[src/rtl/pw_loader_pkg.sv]
// Shared types and helpers for the pointwise weight loader.
package pw_loader_pkg;

  typedef enum logic [1:0] {
    IDLE   = 2'd0,
    FETCH  = 2'd1,
    UNPACK = 2'd2,
    DONE   = 2'd3
  } state_t;

  // Integer ceiling division, used to size the beat count of a full load.
  function automatic int ceil_div(input int num, input int den);
    return (num + den - 1) / den;
  endfunction

endpackage

[src/rtl/pw_beat_unpack.sv]
// Beat buffer and lane sequencer: holds one stream beat and presents its
// weights one lane at a time, lane 0 first, skipping padding lanes of the
// final beat of a load.
module pw_beat_unpack #(
  parameter int DATA_W     = 8,
  parameter int BUS_W      = 32,
  parameter int LAST_LANES = 4
) (
  input  logic                     clk,
  input  logic                     reset,
  input  logic                     load,
  input  logic [BUS_W-1:0]         beat_data,
  input  logic                     beat_final,
  input  logic                     advance,
  output logic signed [DATA_W-1:0] lane_data,
  output logic                     last_lane
);

  localparam int WPB = BUS_W / DATA_W;
  localparam int LW  = (WPB > 1) ? $clog2(WPB) : 1;

  logic [BUS_W-1:0] buffer;
  logic [LW-1:0]    lane;
  logic             final_q;
  logic [WPB-1:0]   lane_mask;

  // Capture a new beat (restarting at lane 0) or step to the next lane.
  always_ff @(posedge clk or negedge reset) begin
    if (!reset) begin
      buffer  <= '0;
      lane    <= '0;
      final_q <= 1'b0;
    end else if (load) begin
      buffer  <= beat_data;
      lane    <= '0;
      final_q <= beat_final;
    end else if (advance && !last_lane) begin
      lane <= lane + LW'(1);
    end
  end

  // Only the final beat of a load can carry padding lanes beyond N.
  always_comb begin
    for (int i = 0; i < WPB; i++) begin
      lane_mask[i] = !final_q || (i < LAST_LANES);
    end
  end

  // Select the current lane and flag it as last when no valid lane follows.
  always_comb begin
    lane_data = buffer[int'(lane)*DATA_W +: DATA_W];
    last_lane = ((lane_mask >> (int'(lane) + 1)) == '0);
  end

endmodule

[src/rtl/pw_weight_loader.sv]
// Pointwise weight loader: unpacks packed weights from an AXI-Stream slave
// and writes them one per cycle into the pointwise layer weight port.
// Optional feature macro: PW_LOADER_TLAST_CHECK_EN enables tlast length
// checking, err_len and early termination on a premature tlast.
module pw_weight_loader
  import pw_loader_pkg::*;
#(
  parameter int DATA_W = 8,
  parameter int CIN    = 32,
  parameter int COUT   = 64,
  parameter int BUS_W  = 32
) (
  input  logic                          clk,
  input  logic                          reset,
  input  logic                          start,
  input  logic [BUS_W-1:0]              s_axis_tdata,
  input  logic                          s_axis_tvalid,
  output logic                          s_axis_tready,
  input  logic                          s_axis_tlast,
  output logic                          pw_wr_en,
  output logic [$clog2(COUT*CIN)-1:0]   pw_wr_addr,
  output logic signed [DATA_W-1:0]      pw_wr_data,
  output logic                          busy,
  output logic                          done,
  output logic                          err_len
);

  localparam int N          = COUT * CIN;
  localparam int WPB        = BUS_W / DATA_W;
  localparam int NBEATS     = ceil_div(N, WPB);
  localparam int LAST_LANES = N - (NBEATS - 1) * WPB;
  localparam int AW         = $clog2(N);
  localparam int BW         = $clog2(NBEATS + 1);

  state_t                   state, next_state;
  logic [AW-1:0]            addr;
  logic [BW-1:0]            beat_cnt;
  logic                     stop_q;
  logic                     done_q;
  logic                     start_load;
  logic                     wr_en;
  logic                     hs;
  logic                     last_lane;
  logic                     beat_is_last;
  logic                     stop_in;
  logic signed [DATA_W-1:0] lane_data;

  assign hs           = s_axis_tready && s_axis_tvalid;
  assign beat_is_last = (beat_cnt == BW'(NBEATS - 1));

`ifdef PW_LOADER_TLAST_CHECK_EN
  logic err_q;

  assign stop_in = beat_is_last || s_axis_tlast;
  assign err_len = err_q;

  // Sticky length error: tlast must appear on exactly the last expected beat.
  always_ff @(posedge clk or negedge reset) begin
    if (!reset) begin
      err_q <= 1'b0;
    end else if (start_load) begin
      err_q <= 1'b0;
    end else if (hs && (s_axis_tlast != beat_is_last)) begin
      err_q <= 1'b1;
    end
  end
`else
  logic tlast_unused;

  assign tlast_unused = s_axis_tlast;
  assign stop_in      = beat_is_last;
  assign err_len      = 1'b0;
`endif

  pw_beat_unpack #(
    .DATA_W    (DATA_W),
    .BUS_W     (BUS_W),
    .LAST_LANES(LAST_LANES)
  ) u_unpack (
    .clk       (clk),
    .reset     (reset),
    .load      (hs),
    .beat_data (s_axis_tdata),
    .beat_final(beat_is_last),
    .advance   (wr_en),
    .lane_data (lane_data),
    .last_lane (last_lane)
  );

  // FSM state register.
  always_ff @(posedge clk or negedge reset) begin
    if (!reset) begin
      state <= IDLE;
    end else begin
      state <= next_state;
    end
  end

  // Next-state logic; tready opens in FETCH and on the last lane of a beat
  // when more beats are expected, so a waiting beat reloads without a bubble.
  always_comb begin
    next_state    = state;
    s_axis_tready = 1'b0;
    wr_en         = 1'b0;
    start_load    = 1'b0;
    case (state)
      IDLE, DONE: begin
        if (start) begin
          next_state = FETCH;
          start_load = 1'b1;
        end
      end
      FETCH: begin
        s_axis_tready = 1'b1;
        if (s_axis_tvalid) begin
          next_state = UNPACK;
        end
      end
      UNPACK: begin
        wr_en = 1'b1;
        if (last_lane) begin
          if (stop_q) begin
            next_state = DONE;
          end else begin
            s_axis_tready = 1'b1;
            next_state    = s_axis_tvalid ? UNPACK : FETCH;
          end
        end
      end
      default: next_state = IDLE;
    endcase
  end

  // Address and beat counters, end-of-load flag and the done pulse.
  always_ff @(posedge clk or negedge reset) begin
    if (!reset) begin
      addr     <= '0;
      beat_cnt <= '0;
      stop_q   <= 1'b0;
      done_q   <= 1'b0;
    end else begin
      done_q <= (state == UNPACK) && (next_state == DONE);
      if (start_load) begin
        addr     <= '0;
        beat_cnt <= '0;
        stop_q   <= 1'b0;
      end else begin
        if (wr_en && (addr != AW'(N - 1))) begin
          addr <= addr + AW'(1);
        end
        if (hs) begin
          beat_cnt <= beat_cnt + BW'(1);
          stop_q   <= stop_in;
        end
      end
    end
  end

  assign pw_wr_en   = wr_en;
  assign pw_wr_addr = wr_en ? addr : '0;
  assign pw_wr_data = wr_en ? lane_data : '0;
  assign busy       = (state == FETCH) || (state == UNPACK);
  assign done       = done_q;

endmodule

[config.mk]
export PLATFORM = sky130hd
export DESIGN_NAME = pw_weight_loader
export DESIGN_NICKNAME = d
export VERILOG_FILES = /design/src/rtl/pw_loader_pkg.sv /design/src/rtl/pw_beat_unpack.sv /design/src/rtl/pw_weight_loader.sv
export SDC_FILE = /design/constraint.sdc
export NUM_CORES = 1
export LEC_CHECK = 0
export CORE_UTILIZATION = 47
export CTS_BUF_LIST = sky130_fd_sc_hd__clkbuf_4 sky130_fd_sc_hd__clkbuf_8 sky130_fd_sc_hd__clkbuf_16
export CTS_CLUSTER_DIAMETER = 30
export DETAILED_ROUTE_END_ITERATION = 8
export GPL_TIMING_DRIVEN = 0
export PLACE_DENSITY = 0.87
export SYNTH_ARGS = -nofsm -noshare
export SYNTH_HDL_FRONTEND = slang
export SYNTH_SLANG_ARGS = --single-unit
[constraint.sdc]
create_clock -name clk -period 1.8 [get_ports clk]
set_input_delay 0.27 -clock clk [delete_from_list [all_inputs] [get_ports clk]]
set_output_delay 0.27 -clock clk [all_outputs]
set_load 0.01 [all_outputs]
Word-level counts from Yosys, hierarchy flattened. Cells that the tools add are included.

Register bits after elaboration: 59. Logic and storage cells: 53. Input bits: 37. Output and inout port bits: 24.

Reductions and logical operators: 12. Mux-type cells: 22. Shift operators: 2. Equal/unequal tests: 6. $add $sub $neg: 4.

Operator list (count): 11-bit two-way mux (3); 32-bit by 6-bit variable part select with 8-bit output (1); 4-bit by 32-bit >> shifter with 4-bit output (first input constant) (1); 10-bit two-way mux (2); 2-bit two-way mux (7); 11-bit by 1-bit adder with 11-bit output (second input constant) (1); 11-bit != test (second input constant) (1); 10-bit by 1-bit adder with 10-bit output (second input constant) (1); 10-bit by 9-bit equality test with 1-bit output (second input constant) (1); 8-bit two-way mux (1); 1-bit two-way mux (7); 2-bit equality test (second input constant) (3); 2-bit one-hot mux with 3 select lines (1); 2-bit nonzero test (3); 1-bit logical AND (4); 4-bit zero test (1); 2-bit by 1-bit adder with 3-bit output (second input constant) (1); 2-bit by 1-bit adder with 2-bit output (second input constant) (1); 2-bit by 1-bit equality test with 1-bit output (second input constant) (1); 2-bit zero test (1); 1-bit one-hot mux with 2 select lines (1); 2-bit OR reduction (1); 1-bit zero test (1); 1-bit logical OR (1).

Logic depth before layout (Yosys ltp).
Word-level depth: 8. Mapped depth: 8. Mapped depth without buffers: 6.

By module. From an unflattened synthesis, not the netlist that was laid out.

Cells, all modules: 257. Area total of the unflattened synthesis: 3015.4 um2.

Modules (own cells, without submodules): pw_weight_loader (area each 1524.0 um2, times used 1, cells each 171); pw_beat_unpack (area each 1491.4 um2, times used 1, cells each 86).

Worst setup path before layout. No wires, ideal clock.

Path type: reg2reg. Start point: reg state[0]. End point: reg beat_cnt[7]. Data arrival time: 1821 ps. Buffers on the path: 0. Clock period less this slack: 1899 ps. Slack: -99 ps. Cell stages (with the launch flop): 7. Required time: 1722 ps. Path through: dfrtp_1 > inv_1 > ha_1 > nand3b_4 > a2111oi_4 > or4b_1 > a21oi_1.

Cells in the longest elaborated chain, start to end: 4. Elaborated cells between the ends (all ways): 10. Those cells by class: eq/ne (3); mux (3); reduce/logical (4).

Ends and longest elaborated chain: from (decl) (RTL line pw_weight_loader.sv:35) `state_t state, next_state;`; from (signal assigned) (RTL line pw_weight_loader.sv:95) `state <= next_state;`; 2-bit equality test (tied with other cells) (RTL line pw_weight_loader.sv:106) `case (state)`; 1-bit one-hot mux with 2 select lines or 2-bit OR reduction (tied branches) (RTL line pw_weight_loader.sv:106); 1-bit logical AND or 1-bit two-way mux (tied branches) (RTL line pw_weight_loader.sv:48, pw_weight_loader.sv:106); 2-bit nonzero test (no line) or 10-bit two-way mux (tied branches); to (signal assigned) (RTL line pw_weight_loader.sv:152) `beat_cnt <= beat_cnt + BW'(1);`; to (decl) (RTL line pw_weight_loader.sv:37) `logic [BW-1:0] beat_cnt;`.

Parallel ways exist; a longest one is shown, timed or not. A chain may end at the register's enable or synchronous reset.

Worst setup path after layout.
Start point: reg state[0]. End point: reg beat_cnt[6].

The elaborated chain is that of the path after synthesis.

==> results.py <==
metrics = {
    "yosys": {
        "mappedNetlistArea_um2": 3050,
        "synth_nets": 370,
        "ys_warn_count": 0,
        "synth_enable_flop_cells": 0,
        "async_flop_share": 1.00,
        "ys_seq_elements": 59,
        "seq_area_frac_synth": 0.484,
        "syn_inst": 327,
        "avgSynthCellArea_um2": 9.33,
        "synth_ff_type": "dfrtp_1",
        "synth_cell_types": 44,
    },
    "power": {
        "p_total_mw": 6.68,
        "powerDensity_nw_per_um2": 1410,
        "peakVddDrop_v": 0.000898,
        "power.leakage_nw": 2.22,
    },
    "detailed_routing": {
        "avgRoutedWirePerCell_um": 20.7,
        "drc": 0,
        "drt_iter0_drc": 359,
        "routed_wl_um": 10400,
        "vias": 3005,
        "drt-pass1-iter-count": 7,
        "antenna_left": 0,
        "avgViaCountPerCell": 5.99,
    },
    "layout": {
        "post-route-util": 0.779,
        "layout_commonest_cell": "nand2_1",
        "layout-drive-gt1-share": 0.419,
        "final_cell_mix": "71 x nand2_1, 56 x dfrtp_1, 35 x clkdlybuf4s50_1",
        "syn2layout_area_growth_pct": 55.7,
        "n_antenna_cell": 0,
        "final_nets": 465,
    },
    "worst_setup_path": {
        "crit_fanout": 7,
        "r2r-end": "beat_cnt[6]$_DFFE_PN0P_",
        "start_kind": "flop",
        "cp_data_arrival_time_ps": 2250,
        "crit_path_end_kind": "flop",
        "reg2reg_slack_ps": -220,
        "r2r_start": "state[0]$_DFF_PN0_",
        "r2r_cells": 8,
        "crit_type": "flop to flop",
        "required_ps": 2030,
    },
    "grt": {
        "grt_max_degree": 36,
        "grt_pass1_wl_um": 13700,
        "grtUsageTotal": 0.282,
        "gr-total-overflow": 0,
        "grt_antenna_before_repair": 0,
        "grt_pass1_vias": 2811,
    },
    "placed_design": {
        "io_buffers": 58,
        "place.gp.congestion": 0.801,
        "dp_hpwl_um": 5130,
    },
    "floorplan": {
        "die_area_um2": 6820,
        "row_count": 28,
        "chipHeight_um": 82.6,
        "die_w_um": 82.6,
        "coreArea_um2": 6100,
        "initial_utilization": 0.500,
        "io-pin-count": 61,
    },
    "timing": {
        "hold_viol": 0,
        "fin_crit_ps": 2020,
        "relSlewSlack": 0.582,
        "worst-slew-pin-transition_ps": 622,
        "slew_viol_final": 0,
        "setup_viol": 64,
        "fin_ws_ps": -219,
        "grt_setup_unrepaired": "yes",
        "finalCritPeriodShare": 1.12,
        "fin_tns_setup_ps": -6690,
        "fmax_mhz": 495,
        "skew_ps": 9.85,
    },
    "clock_network": {
        "cts_buffer_depth": 2,
        "cts_root_buffer": "clkbuf_8",
        "cts_sinks": 59,
        "clk_latency_ps": 360,
        "cts_made_buffers": 9,
        "cts_max_level": 3,
        "cts_tree": "built",
        "clk_pin_slew_ps": 70,
    },
    "min_path": {
        "hold_end": "u_unpack.buffer[22]$_DFFE_PN0P_",
        "hold_path.class": "input pin to flop",
        "whs_path_depth": 3,
        "min_from": "s_axis_tdata[22]",
    },
    "run_status": {
        "failed_checks": "setup timing",
        "outcome": "finished, violations left",
    },
    "flow_run": {
        "max-cap-violations": 0,
    },
}
## how the worst max path moves through the flow
stage | slack, ps | cells past startpoint | from | endpoint
CTS | -180 | 4 | u_unpack.lane[0]$_DFFE_PN0P_ | pw_wr_data[3]
finish | -220 | 8 | state[0]$_DFF_PN0_ | beat_cnt[6]$_DFFE_PN0P_
global route | -260 | 8 | state[0]$_DFF_PN0_ | beat_cnt[6]$_DFFE_PN0P_
floorplan | -20 | 6 | state[0]$_DFF_PN0_ | beat_cnt[7]$_DFFE_PN0P_
global placement | -1330 | 1 | reset | beat_cnt[7]$_DFFE_PN0P_
detailed placement | -340 | 4 | u_unpack.lane[0]$_DFFE_PN0P_ | pw_wr_data[5]
## worst max-delay path, stage by stage, from the launching register on
cell and delay [ps]:
dfrtp_2 430, inv_2 90, buf_6 110, ha_4 170, nand3b_4 150, a211o_4 420, buf_12 170, o31ai_2 280
a21oi_2 80
## where the power goes
group          total [mW]  internal [mW]  switching [mW]
clock                1.27          0.685           0.589
combinational        3.26           1.66            1.61
sequential           2.14           1.74           0.396
## cell families after synthesis
group | share of synthesized area
flip-flops | 0.484
AO/OA/AOI/OAI | 0.0808
AND/OR/NAND/NOR | 0.280
other | 0.00123
buffers and inverters | 0.0328
multiplexers | 0.0792
XOR/XNOR | 0.0172
adder cells (fa/ha/maj) | 0.0246
## Yosys cell counts, types with 2 or more instances
master / n / share of area
mux4_2: 8 / 0.059
inv_1: 7 / 0.0086
buf_2: 5 / 0.0082
nand3b_1: 2 / 0.0049
nor2_1: 12 / 0.015
clkbuf_1: 11 / 0.014
nand2_1: 111 / 0.14
dfrtp_1: 59 / 0.48
o31ai_1: 4 / 0.0098
and2_1: 20 / 0.041
xor2_1: 2 / 0.0057
a21oi_1: 7 / 0.011
mux2i_1: 5 / 0.016
xnor2_1: 4 / 0.011
nand3_1: 12 / 0.020
a31oi_1: 4 / 0.0082
or4_1: 2 / 0.0049
ha_1: 6 / 0.025
and3_1: 7 / 0.014
nand4_1: 4 / 0.0082
a211oi_1: 2 / 0.0049
or3_1: 2 / 0.0041
o21ai_0: 6 / 0.0098
nand2b_1: 2 / 0.0041
and2b_2: 2 / 0.0057
nor3_1: 3 / 0.0049
## per-stage QoR
step | instances | area, um^2 | hold WS [ps] | setup WS (ps)
after floorplan | 327 | 3090 | -25.6 | -19.5
after global placement | 460 | 3760 | 453 | -1330
after detailed placement | 461 | 3770 | 298 | -336
after CTS | 489 | 4190 | 437 | -178
after global routing | 502 | 4750 | 460 | -258
final | 502 | 4750 | 438 | -219
## sequential cells by signal, indices dropped and copies added, names as in the netlist
register,count
u_unpack.buffer,32
addr,11
beat_cnt,10
state,2
u_unpack.lane,2
done,1
stop_q,1
## layout make-up
type | count | area, um^2
multi-input combinational | 244 | 1830
sequential | 59 | 1480
fill | 372 | 1350
timing repair buffer | 87 | 943
buffer | 14 | 178
clock buffer | 11 | 145
tap | 75 | 93.8
clock inverter | 5 | 52.6
inverter | 7 | 28.8
## per-layer routing
layer  up-vias  global-route usage  wire length, um
met5         -                   0                0
met4         0               0.129              639
met3        70              0.0813              708
met2       185               0.465             5260
met1      1450               0.342             3780
li1       1300                   -                -
## repair_timing
action	4_1_cts	5_1_grt
setup endpoints to repair	73	75
buffers inserted	12	8
hold buffers	1	0
resized for setup	143	110
endpoints found under the hold margin	24	0
gates cloned	1	6
pin swaps	19	68
Power figures use the tool's default switching activity.
==> edit, RTL diff (same flow settings) <==
`DATA_W` is set to 8 in 2 places; all go to 4.
--- a/src/rtl/pw_beat_unpack.sv
+++ b/src/rtl/pw_beat_unpack.sv
@@ -2,7 +2,7 @@
 // weights one lane at a time, lane 0 first, skipping padding lanes of the
 // final beat of a load.
 module pw_beat_unpack #(
-  parameter int DATA_W     = 8,
+  parameter int DATA_W     = 4,
   parameter int BUS_W      = 32,
   parameter int LAST_LANES = 4
 ) (
--- a/src/rtl/pw_weight_loader.sv
+++ b/src/rtl/pw_weight_loader.sv
@@ -5,7 +5,7 @@
 module pw_weight_loader
   import pw_loader_pkg::*;
 #(
-  parameter int DATA_W = 8,
+  parameter int DATA_W = 4,
   parameter int CIN    = 32,
   parameter int COUT   = 64,
   parameter int BUS_W  = 32
Interface: changed (resized pw_wr_data); port bits go from 61 to 57. The function was not compared with the original's and may differ.
==> edit against the unedited design <==
The run still ends with negative setup slack left. Total power rose by 1.9%. Synthesized area up 0.45%. Setup slack got worse by 390 ps. Final area decreased by 4.3%. Synthesized cell count is 19% lower. Sequential cell count unchanged. Routed wire length down 13%. Count of clock-buffer cells in the layout up 2. Combinational power is 3% lower. Largest cell class unchanged. Fmax fell by 16%. Highest routed layer unchanged. Die area rose by 0.45%.
==> edit: results <==
set metrics [dict create \
    sh_seq_area_pct 32.5 \
    cp_slowest_cell "o41a_4" \
    drt_iter0_drc 192 \
    fillers 400 \
    setup_viol_count_final 53 \
    p_per_area_nw_per_um2 1500 \
    yosys.area_share.adder_pct 3.67 \
    multi_input_comb_area_um2 1740 \
    largest_registers "u_unpack.buffer x32, addr x11, beat_cnt x9" \
    htreeDepth 3 \
    final_cells 442 \
    clock_buffers 13 \
    firstDrtPassIters 4 \
    n_sequential_cell 59 \
    synth-xor-area-share_pct 1.14 \
    worst_slew_pin_slew_ps 556 \
    leakage_nw 2.04 \
    grt_pass1_vias 2480 \
    async_reset_ff_share_pct 100 \
    violations "negative setup slack" \
    wl_per_cell_um 20.5 \
    fin_ws_ps -614 \
    ff2ff_path_depth 9 \
    vdd.ir_drop.worst_mv 0.854 \
    nNonClkBuffers 96 \
    path_max_fanout 5 \
    synth_nets 311 \
    inv_count 13 \
    grt.total_usage_pct 25.2 \
    max_stage_delay_ps 480 \
    layout.nets 406 \
    grt_max_degree 39 \
    final-nonclk-buf-share_pct 20.5 \
    multi_input_gates 181 \
    place_area_um2 3790 \
    met3_usage_pct 5.38 \
    place_ws_ps -734 \
    synthCells 265 \
    grt_pass1_wl_um 12500 \
    multi_input_area_share_pct 38.3 \
    place.port_buffers 54 \
    hp-class "in2async" \
    clkCellAreaFrac_pct 5.43 \
    p_comb_w 0.00315 \
    drive_gt1_share_pct 42.5 \
    met2_usage_pct 40.9 \
    synthMuxAreaShare_pct 19.6 \
    wl_met3_um 510 \
    wl_met1_um 3620 \
    via_count 2633 \
    tns_ps -27170 \
    status "finished, violations left" \
    hpwl_um 4700 \
    power.switching_w 0.00223 \
    final.setup_skew_ps 10.4 \
    synth_compound_area_share_pct 8.86 \
    dr_wl_met2_um 4590 \
    core_area_um2 6310 \
]
[edit: cell types whose count changed in the layout (fill, tap and decap cells not counted), moves of 6 or more]
cell	change
nand2_2	-31
o21ai_0	+6
clkbuf_16	-7
mux2_4	+32
nand2_4	-9
and2_4	-14
buf_6	-12
nor2_1	-6
and2_1	+9
nand2_1	-53
buf_2	+8
[edit: final timing paths]
kind / to / slack [ps] / startpoint
setup / recovery: s_axis_tready / -610 / u_unpack.lane[1]
hold / removal: addr[5] / 420 / reset
setup reg to reg: u_unpack.buffer[29] / -590 / u_unpack.lane[1]
hold reg to reg: u_unpack.buffer[11] / 520 / u_unpack.buffer[11]
max in group asynchronous: u_unpack.lane[2] / 780 / reset
min in group clk: u_unpack.buffer[11] / 520 / u_unpack.buffer[11]
[edit: what timing repair did]
action	in CTS	in global routing
pin swaps	16	8
buffers inserted	20	7
endpoints found under the hold margin	21	0
endpoints found under the setup margin	73	67
gates resized for setup	128	35
gates cloned	1	1
hold buffers	1	0
